[src/rtl/nco_multichannel.sv]
`default_nettype none
// ============================================================================
// Module      : nco_multichannel
// Description : Time-multiplexed multi-channel numerically controlled
//               oscillator. CHANNELS phase accumulators share one waveform
//               datapath. Per-channel configuration is written into shadow
//               registers and copied to the active set at a sample tick
//               after a commit request. On every tick all channels are
//               scanned in order and emitted as a tagged sample stream.
// Ports       : clk, rst_n            - clock, async active-low reset
//               cfg_we/ch/addr/data   - shadow register write port
//               cfg_commit            - request shadow->active copy
//               cfg_pending           - commit requested, not yet applied
//               out_valid/ch/last/data- tagged sample stream
// Revision    : 1.0 - initial release
// ============================================================================
module nco_multichannel #(
    parameter int CHANNELS    = 4,
    parameter int BIT_DEPTH   = 12,
    parameter int ACC_WIDTH   = 32,
    parameter int CLK_FREQ    = 48000000,
    parameter int SAMPLE_RATE = 48000,
    localparam int CW         = (CHANNELS > 1) ? $clog2(CHANNELS) : 1
) (
    input  logic                 clk,
    input  logic                 rst_n,
    input  logic                 cfg_we,
    input  logic [CW-1:0]        cfg_ch,
    input  logic [2:0]           cfg_addr,
    input  logic [ACC_WIDTH-1:0] cfg_data,
    input  logic                 cfg_commit,
    output logic                 cfg_pending,
    output logic                 out_valid,
    output logic [CW-1:0]        out_ch,
    output logic                 out_last,
    output logic [BIT_DEPTH-1:0] out_data
);

    localparam int DIV  = CLK_FREQ / SAMPLE_RATE;
    localparam int CNTW = (DIV > 1) ? $clog2(DIV) : 1;
    localparam int SW   = BIT_DEPTH + 3;

    localparam logic [CNTW-1:0]      c_DIV_LAST = CNTW'(DIV - 1);
    localparam logic [CW-1:0]        c_CH_LAST  = CW'(CHANNELS - 1);
    localparam logic [BIT_DEPTH-1:0] c_MAX      = '1;
    localparam logic [BIT_DEPTH-1:0] c_HALF     = {1'b1, {(BIT_DEPTH-1){1'b0}}};

    localparam logic [1:0] c_WAVE_SINE = 2'd0;
    localparam logic [1:0] c_WAVE_TRI  = 2'd1;
    localparam logic [1:0] c_WAVE_SAW  = 2'd2;

    localparam logic [0:0] S_IDLE = 1'b0;
    localparam logic [0:0] S_SCAN = 1'b1;

    generate
        if (DIV < CHANNELS + 2) begin : g_div_check
            $error("nco_multichannel: CLK_FREQ/SAMPLE_RATE must be >= CHANNELS+2");
        end
    endgenerate

    // Shadow (written by cfg port) and active (used by datapath) sets
    logic [ACC_WIDTH-1:0] r_sh_inc  [CHANNELS];
    logic [ACC_WIDTH-1:0] r_sh_off  [CHANNELS];
    logic [1:0]           r_sh_wave [CHANNELS];
    logic [BIT_DEPTH-1:0] r_sh_duty [CHANNELS];
    logic                 r_sh_en   [CHANNELS];
    logic                 r_sh_clr  [CHANNELS];

    logic [ACC_WIDTH-1:0] r_inc  [CHANNELS];
    logic [ACC_WIDTH-1:0] r_off  [CHANNELS];
    logic [1:0]           r_wave [CHANNELS];
    logic [BIT_DEPTH-1:0] r_duty [CHANNELS];
    logic                 r_en   [CHANNELS];
    logic [ACC_WIDTH-1:0] r_acc  [CHANNELS];

    logic [CNTW-1:0] r_cnt;
    logic            r_pending;
    logic [0:0]      r_state;
    logic [CW-1:0]   r_k;

    logic w_tick;
    logic w_commit;
    logic w_wr_ok;

    assign w_tick   = (r_cnt == '0);
    // A commit strobe coinciding with the tick is applied at that tick
    assign w_commit = w_tick && (r_pending || cfg_commit);
    assign w_wr_ok  = cfg_we && (32'(cfg_ch) < CHANNELS);

    assign cfg_pending = r_pending;

    // Sample-rate divider
    always_ff @(posedge clk or negedge rst_n) begin
        if (!rst_n) begin
            r_cnt <= '0;
        end else if (r_cnt == c_DIV_LAST) begin
            r_cnt <= '0;
        end else begin
            r_cnt <= r_cnt + 1'b1;
        end
    end

    always_ff @(posedge clk or negedge rst_n) begin
        if (!rst_n) begin
            r_pending <= 1'b0;
        end else if (w_commit) begin
            r_pending <= 1'b0;
        end else if (cfg_commit) begin
            r_pending <= 1'b1;
        end
    end

    // Shadow/active registers. The copy reads the shadow value from before
    // this edge, so a write in the tick cycle only reaches the shadow set.
    // The write is placed after the clear self-reset so a fresh control
    // write in the commit cycle is kept.
    always_ff @(posedge clk or negedge rst_n) begin
        if (!rst_n) begin
            for (int i = 0; i < CHANNELS; i++) begin
                r_sh_inc[i]  <= '0;
                r_sh_off[i]  <= '0;
                r_sh_wave[i] <= c_WAVE_SINE;
                r_sh_duty[i] <= '0;
                r_sh_en[i]   <= 1'b0;
                r_sh_clr[i]  <= 1'b0;
                r_inc[i]     <= '0;
                r_off[i]     <= '0;
                r_wave[i]    <= c_WAVE_SINE;
                r_duty[i]    <= '0;
                r_en[i]      <= 1'b0;
            end
        end else begin
            if (w_commit) begin
                for (int i = 0; i < CHANNELS; i++) begin
                    r_inc[i]    <= r_sh_inc[i];
                    r_off[i]    <= r_sh_off[i];
                    r_wave[i]   <= r_sh_wave[i];
                    r_duty[i]   <= r_sh_duty[i];
                    r_en[i]     <= r_sh_en[i];
                    r_sh_clr[i] <= 1'b0;
                end
            end
            if (w_wr_ok) begin
                case (cfg_addr)
                    3'd0: r_sh_inc[cfg_ch]  <= cfg_data;
                    3'd1: r_sh_off[cfg_ch]  <= cfg_data;
                    3'd2: r_sh_wave[cfg_ch] <= cfg_data[1:0];
                    3'd3: r_sh_duty[cfg_ch] <= cfg_data[BIT_DEPTH-1:0];
                    3'd4: begin
                        r_sh_en[cfg_ch]  <= cfg_data[0];
                        r_sh_clr[cfg_ch] <= cfg_data[1];
                    end
                    default: ;
                endcase
            end
        end
    end

    // Accumulators: cleared at a commit edge (which is always in IDLE since
    // the divider leaves room for the whole scan), advanced during the scan
    // after their phase has been sampled.
    always_ff @(posedge clk or negedge rst_n) begin
        if (!rst_n) begin
            for (int i = 0; i < CHANNELS; i++) begin
                r_acc[i] <= '0;
            end
        end else begin
            for (int i = 0; i < CHANNELS; i++) begin
                if (w_commit && r_sh_clr[i]) begin
                    r_acc[i] <= '0;
                end
            end
            if (r_state == S_SCAN && r_en[r_k]) begin
                r_acc[r_k] <= r_acc[r_k] + r_inc[r_k];
            end
        end
    end

    // Scan controller
    always_ff @(posedge clk or negedge rst_n) begin
        if (!rst_n) begin
            r_state <= S_IDLE;
            r_k     <= '0;
        end else begin
            case (r_state)
                S_IDLE: begin
                    if (w_tick) begin
                        r_state <= S_SCAN;
                        r_k     <= '0;
                    end
                end
                default: begin
                    if (r_k == c_CH_LAST) begin
                        r_state <= S_IDLE;
                        r_k     <= '0;
                    end else begin
                        r_k <= r_k + 1'b1;
                    end
                end
            endcase
        end
    end

    // Waveform datapath for the channel currently being scanned
    logic [BIT_DEPTH-1:0] w_phase;
    logic [BIT_DEPTH-2:0] w_h;
    logic [2*BIT_DEPTH-1:0] w_hsq;
    logic [SW-1:0]        w_q;
    logic [SW-1:0]        w_up;
    logic [SW-1:0]        w_dn;
    logic [BIT_DEPTH-1:0] w_sine;
    logic [BIT_DEPTH-1:0] w_sample;

    assign w_phase = BIT_DEPTH'((r_acc[r_k] + r_off[r_k]) >> (ACC_WIDTH - BIT_DEPTH));
    assign w_h     = w_phase[BIT_DEPTH-2:0];
    assign w_hsq   = (2*BIT_DEPTH)'(w_h) * (2*BIT_DEPTH)'(w_h);
    // (8*h*h) >> BIT_DEPTH written as h*h >> (BIT_DEPTH-3)
    assign w_q     = SW'(w_hsq >> (BIT_DEPTH - 3));
    assign w_up    = SW'(c_HALF) + (SW'(w_h) << 2) - w_q;
    assign w_dn    = SW'(c_HALF) - (SW'(w_h) << 2) + w_q;
    // Lower half-cycle never exceeds MAX; the clamp is shared for symmetry
    assign w_sine  = w_phase[BIT_DEPTH-1]
                   ? ((w_dn > SW'(c_MAX)) ? c_MAX : w_dn[BIT_DEPTH-1:0])
                   : ((w_up > SW'(c_MAX)) ? c_MAX : w_up[BIT_DEPTH-1:0]);

    always_comb begin
        w_sample = c_HALF;
        if (r_en[r_k]) begin
            case (r_wave[r_k])
                c_WAVE_SINE: w_sample = w_sine;
                c_WAVE_TRI:  w_sample = w_phase[BIT_DEPTH-1] ? ((c_MAX - w_phase) << 1)
                                                             : (w_phase << 1);
                c_WAVE_SAW:  w_sample = w_phase;
                default:     w_sample = (w_phase < r_duty[r_k]) ? c_MAX : '0;
            endcase
        end
    end

    // Output register
    always_ff @(posedge clk or negedge rst_n) begin
        if (!rst_n) begin
            out_valid <= 1'b0;
            out_ch    <= '0;
            out_last  <= 1'b0;
            out_data  <= '0;
        end else if (r_state == S_SCAN) begin
            out_valid <= 1'b1;
            out_ch    <= r_k;
            out_last  <= (r_k == c_CH_LAST);
            out_data  <= w_sample;
        end else begin
            out_valid <= 1'b0;
            out_ch    <= '0;
            out_last  <= 1'b0;
            out_data  <= '0;
        end
    end

endmodule
`default_nettype wire

[config.mk]
export PLATFORM = sky130hd
export DESIGN_NAME = nco_multichannel
export DESIGN_NICKNAME = d
export VERILOG_FILES = /design/src/rtl/nco_multichannel.sv
export SDC_FILE = /design/constraint.sdc
export NUM_CORES = 2
export LEC_CHECK = 0
export CORE_MARGIN = 2
export CORE_UTILIZATION = 30
export CTS_CLUSTER_SIZE = 40
export DETAILED_ROUTE_END_ITERATION = 10
export PLACE_DENSITY_LB_ADDON = 0.25
export SYNTH_ARGS = -nofsm -noshare
export SYNTH_HDL_FRONTEND = slang
export SYNTH_SLANG_ARGS = --single-unit
[constraint.sdc]
create_clock -name clk -period 16.8 [get_ports clk]
set_input_delay 2.52 -clock clk [delete_from_list [all_inputs] [get_ports clk]]
set_output_delay 2.52 -clock clk [all_outputs]
set_load 0.1 [all_outputs]
# Word level (Yosys, flattened, before mapping)

Cells that the tools add are included.

Input bits: 41
Bits in registers: 794

Equality and inequality tests: 8
Multiplexer cells: 63
Bitwise logic cells: 2
Reduce and logical (&&, ||, !) cells: 19
Add/subtract/negate cells: 9
$mul: 1
Order comparisons: 7

Operator list:

| operator                                                        | count |
|---|---|
| bitwise mux 128 bit                                             | 3 |
| two-way mux 32 bit                                              | 12 |
| binary-select mux 32 bit (select 2 bit)                         | 3 |
| demux 32 bit (select 2 bit)                                     | 2 |
| two-way mux 128 bit                                             | 1 |
| two-way mux 12 bit                                              | 10 |
| adder 32 bit                                                    | 2 |
| bitwise mux 48 bit                                              | 1 |
| case mux 12 bit (3 select lines)                                | 1 |
| greater-than comparator 15 x 12 -> 1 bit, second input constant | 2 |
| binary-select mux 12 bit (select 2 bit)                         | 1 |
| demux 12 bit (select 2 bit)                                     | 1 |
| multiplier 11 x 11 -> 22 bit                                    | 1 |
| adder 14 x 14 -> 15 bit                                         | 1 |
| subtractor 14 x 13 -> 15 bit                                    | 1 |
| adder 12 x 13 -> 14 bit, first input constant                   | 1 |
| two-way mux 2 bit                                               | 7 |
| subtractor 12 x 13 -> 14 bit, first input constant              | 1 |
| less-than comparator 12 bit                                     | 1 |
| two-way mux 4 bit                                               | 3 |
| subtractor 11 bit, first input constant                         | 1 |
| adder 10 x 1 -> 10 bit, second input constant                   | 1 |
| equality test 10 bit, second input constant                     | 1 |
| logical NOT 10 bit                                              | 1 |
| 23 further kinds                                                | 50 |

# Logic depth before layout (Yosys ltp)

Depth in word-level cells: 13
Gate-level depth with buffers: 49
Depth with buffers taken out: 44

# Worst setup path before layout

Ideal clock, no wire load.

Path type: reg2reg
From: reg r_k[0]
To: reg out_data[7]
Required time: 16.678 ns
Stages on the path, launching flop included: 47
Setup slack: 5.118 ns
Path buffers: 6
Arrival: 11.561 ns
Clock period less this slack: 11.682 ns
Cell sequence: dfrtp_1 -> buf_4 -> buf_1 -> buf_1 -> buf_1 -> mux4_2 -> ha_1 -> clkbuf_1 -> and3_1 -> nand2_1 -> o31ai_1 -> o41ai_2 -> o2bb2a_1 -> nand2_1 -> clkbuf_1 -> nor2_1 -> inv_1 -> fa_1 -> (+11 left out) -> xnor2_1 -> nor2_1 -> nor2_1 -> ha_1 -> and3b_1 -> o21a_1 -> o21ai_0 -> nand2b_1 -> a21oi_1 -> o21bai_1 -> a31oi_1 -> o21ai_0 -> xor2_1 -> nor4_1 -> o31ai_1 -> a41o_1 -> nand2b_1 -> a32o_1

Cells in the longest elaborated chain, start to end: 13

Ends and longest elaborated chain:

| what                                                                    | RTL line | source |
|---|---|---|
| start, declared                                                         | 79       | `logic [CW-1:0] r_k;` |
| start signal, assigned                                                  | 197      | `r_k <= r_k + 1'b1;` |
| inverter 2 -> 3 bit (not written as such) *                             | --       |  |
| binary-select mux 32 bit (select 2 bit)                                 | 214      | `assign w_phase = BIT_DEPTH'((r_acc[r_k] + r_off[r_k]) >> (ACC_WIDTH - BIT_DEPTH));` |
| two-way mux 32 bit (not written as such) (2 in a row)                   | 214      |  |
| adder 32 bit                                                            | 214      |  |
| multiplier 11 x 11 -> 22 bit (tied with other cells)                    | 216      | `assign w_hsq = (2*BIT_DEPTH)'(w_h) * (2*BIT_DEPTH)'(w_h);` |
| subtractor 14 x 13 -> 15 bit or adder 14 x 14 -> 15 bit (tied branches) | 219, 220 |  |
| greater-than comparator 15 x 12 -> 1 bit, on equally long branches      | 224, 223 |  |
| two-way mux 12 bit, on equally long branches                            | 224, 223 |  |
| two-way mux 12 bit                                                      | 223      | `? ((w_dn > SW'(c_MAX)) ? c_MAX : w_dn[BIT_DEPTH-1:0])` |
| case mux 12 bit (3 select lines)                                        | 229      | `case (r_wave[r_k])` |
| two-way mux 12 bit *                                                    | 228      | `if (r_en[r_k]) begin` |
| two-way mux 12 bit *                                                    | 246      | `end else if (r_state == S_SCAN) begin` |
| end signal, assigned                                                    | 250      | `out_data <= w_sample;` |
| end, declared                                                           | 36       | `output logic [BIT_DEPTH-1:0] out_data` |

Every way passes the cells marked *; elsewhere a longest branch is shown, timed or not. The select of a mux whose other input is x is not followed.
A chain may end at the register's enable or synchronous reset.

# Worst setup path in the final report

Ends and elaborated chain as after synthesis.

==> impl_metrics.yaml <==
cells_and_area:
  layout.nets: 3954
  area_delta_synth_final_pct: 13.9
  final_area_sq_um: 45500
  antenna_cells: 0
  layout_commonest_cell: "nand2_1"
  drive_gt1_frac: 0.175
  final_cell_mix: "nand2_1 (1,076), dfrtp_1 (792), mux2_2 (309), inv_1 (151), ha_1 (151)"
placement:
  placed_cell_area_sq_um: 42500
  place.gp.congestion: 0.849
  io_buffer_count: 57
  post-dp-hpwl_mm: 64.1
critical_path:
  path_common_cell: "fa_1"
  worst-r2r-cell-count: 38
  slowest_delay_ps: 920
  crit_required_ps: 17410
  r2r_start: "r_k[0]"
  slowest_stage: "dfrtp_4"
  r2r_slack_ps: 3910
  cp_max_fo: 59
  critical_path_class: "register to register"
  cp-end-kind: "register"
  rr_endpoint: "out_data[7]"
  worstSetupStartpointType: "register"
  crit_arrival_ps: 13500
global_route:
  grt.total_usage: 0.155
  grt_pass1_vias: 27500
  grt_start_max_net_pins: 194
  grt_pass1_wl_mm: 166
  antenna_found_initial: 2
  overflow: 0
clocking:
  cts_tree: "yes"
  cts_buffers: 87
  clock_sinks: 794
  clk_pin_slew_ps: 60
  cts_root_buf: "clkbuf_16"
  cts_buffer_depth: 3
  cts_hold_buf: 0
  htreeDepth: 3
  postCtsResizedCells: 0
  worstSkewPairLatency_ps: 700
  cts_setup_buffers: 0
worst_hold_path:
  hold_depth: 2
  worstHoldEndpoint: "r_inc[3]"
  min_path_type: "register to register"
  min_from: "r_sh_inc[3]"
timing:
  finalSetupTns_ps: 0
  fmax_ghz: 0.0776
  setup_violations: 0
  maxSlewHeadroom: 0.235
  holdWs_ps: 444
  tightest_slew_ps: 1140
  skew_ps: 41.3
  period_share: 0.767
  period_needed_ps: 12890
  rsz0062_at_grt: "false"
  slew_violations: 0
  hold_viol: 0
synthesis:
  synth_compound_area_frac: 0.0798
  synth_fa_ha_area_frac: 0.0796
  synth-simple-area-share: 0.138
  synth_edf_count: 0
  ys_types: 86
  synth_fp_nets: 3951
  ys_seq_elements: 794
  synth-main-ff-cell: "dfrtp_1"
  async_flop_share: 1.00
  netlist_instances: 3696
  yosysSeqAreaShare: 0.497
  yosys-mux-area-fraction: 0.150
  avgSynthCellArea_sq_um: 10.8
  syn_area_sq_um: 40000
  synth_xor_area_frac: 0.0229
  synth_top_family_by_area: "multiplexers"
  yosysWarnings: 0
power_and_ir_drop:
  power_mw: 4.38
  power_density_nw_per_um2: 96.1
  ir_worst_vdd_uv: 80.5
  power_leakage_nw: 22.3
route:
  vias: 27000
  drc: 0
  wl_mm: 104
  first_pass_iters: 8
  drt-wirelength-per-cell_microns: 18.9
  routed_via_density: 4.90
  ant_nets: 0
  dr.first_iter.drc_count: 1827
run_status:
  status: "finished, final reports clean"
floorplan:
  fp.dieH_microns: 369
  initial_core_util: 0.303
  core_region_area_sq_um: 132000
  pin_count: 58
  dieArea_sq_um: 136000
  die_w_microns: 369
  rows: 133
flow_run:
  cap_violations: 0
-- cell usage after synthesis (8+ instances only) --
| cell | instances | area share |
|---|---|---|
| a211oi_1 | 9 | 0.0017 |
| a21o_1 | 22 | 0.0041 |
| a21oi_1 | 76 | 0.0095 |
| a22o_1 | 116 | 0.025 |
| a31oi_1 | 11 | 0.0017 |
| and2_1 | 13 | 0.0020 |
| and3_1 | 17 | 0.0027 |
| buf_1 | 36 | 0.0034 |
| clkbuf_1 | 150 | 0.014 |
| dfrtp_1 | 794 | 0.50 |
| fa_1 | 63 | 0.032 |
| ha_1 | 151 | 0.047 |
| inv_1 | 151 | 0.014 |
| mux2_2 | 309 | 0.087 |
| mux4_2 | 110 | 0.062 |
| nand2_1 | 1082 | 0.10 |
| nand2b_1 | 12 | 0.0019 |
| nand3_1 | 27 | 0.0034 |
| nor2_1 | 121 | 0.011 |
| nor2b_1 | 14 | 0.0022 |
| nor3_1 | 27 | 0.0034 |
| nor4_1 | 8 | 0.0013 |
| o21a_1 | 24 | 0.0045 |
| o21ai_0 | 87 | 0.011 |
| o21ai_1 | 14 | 0.0018 |
| or3_1 | 13 | 0.0020 |
| xnor2_1 | 74 | 0.016 |
| xor2_1 | 26 | 0.0057 |
-- cell type report --
cell class,count,area (sq um)
clock buffer,116,2450
clock inverter,40,537
fill,13200,86300
inverter,159,599
multi-input combinational,2555,18900
sequential,794,19900
tap,1755,2200
timing repair buffer,102,963
-- logic make-up after synthesis --
kind of cell / Yosys count
xor gates and xnor gates: 102
muxes: 423
AOI/OAI and AO/OA: 447
DFF: 794
buffers and inverters: 347
adders and majority gates: 217
and+or+nand+nor: 1366
-- how the worst max path moves through the flow --
| stage | startpoint | to | slack, ps | cells after the start |
|---|---|---|---|---|
| after floorplan | r_k[0] | out_data[7] | 5120 | 46 |
| after global placement | r_k[0] | out_data[7] | 4090 | 38 |
| after detailed placement | r_k[0] | out_data[1] | 3980 | 38 |
| after CTS | r_k[0] | out_data[7] | 3900 | 38 |
| after global routing | r_k[0] | out_data[2] | 3010 | 38 |
| final | r_k[0] | out_data[7] | 3910 | 38 |
-- routing by layer --
metal / GRT usage / part of all wire / vias to the layer above
met5: 0 / 0 / -
met4: 0.0473 / 0.025 / 0
met3: 0.0253 / 0.041 / 145
met2: 0.251 / 0.47 / 531
met1: 0.214 / 0.47 / 13700
li1: - / - / 12600
-- state kept, by name, indices dropped and copies added (netlist names), 4 cells and up --
register / cells
r_duty: 48
r_sh_inc: 128
out_data: 12
r_inc: 128
r_sh_en: 4
r_sh_wave: 8
r_sh_clr: 4
r_sh_duty: 48
r_off: 128
r_cnt: 10
r_acc: 128
r_wave: 8
r_en: 4
r_sh_off: 128
-- stage by stage --
stage	cells	setup slack [ps]	util
final	5521	3910	0.345
after global routing	5521	3010	0.345
after CTS	5521	3900	0.345
after global placement	5365	4090	0.323
after detailed placement	5365	3980	0.323
after floorplan	3696	5120	-
-- power breakdown --
group | leakage, nW | internal [mW] | switching, mW
clock network | 1.46 | 1.18 | 0.817
registers | 10.6 | 2.07 | 0.0725
logic | 10.2 | 0.131 | 0.110
-- worst max-delay path: cells and delay by family, from the launching register on --
family	cells	cell delay [ps]
xor+xnor	2	650
fa+ha+maj	8	3810
mux	1	610
buf+inv	5	780
flops	1	920
compound gates	15	4340
simple gates	7	1660
No activity file was read; power rests on OpenSTA's default activity.
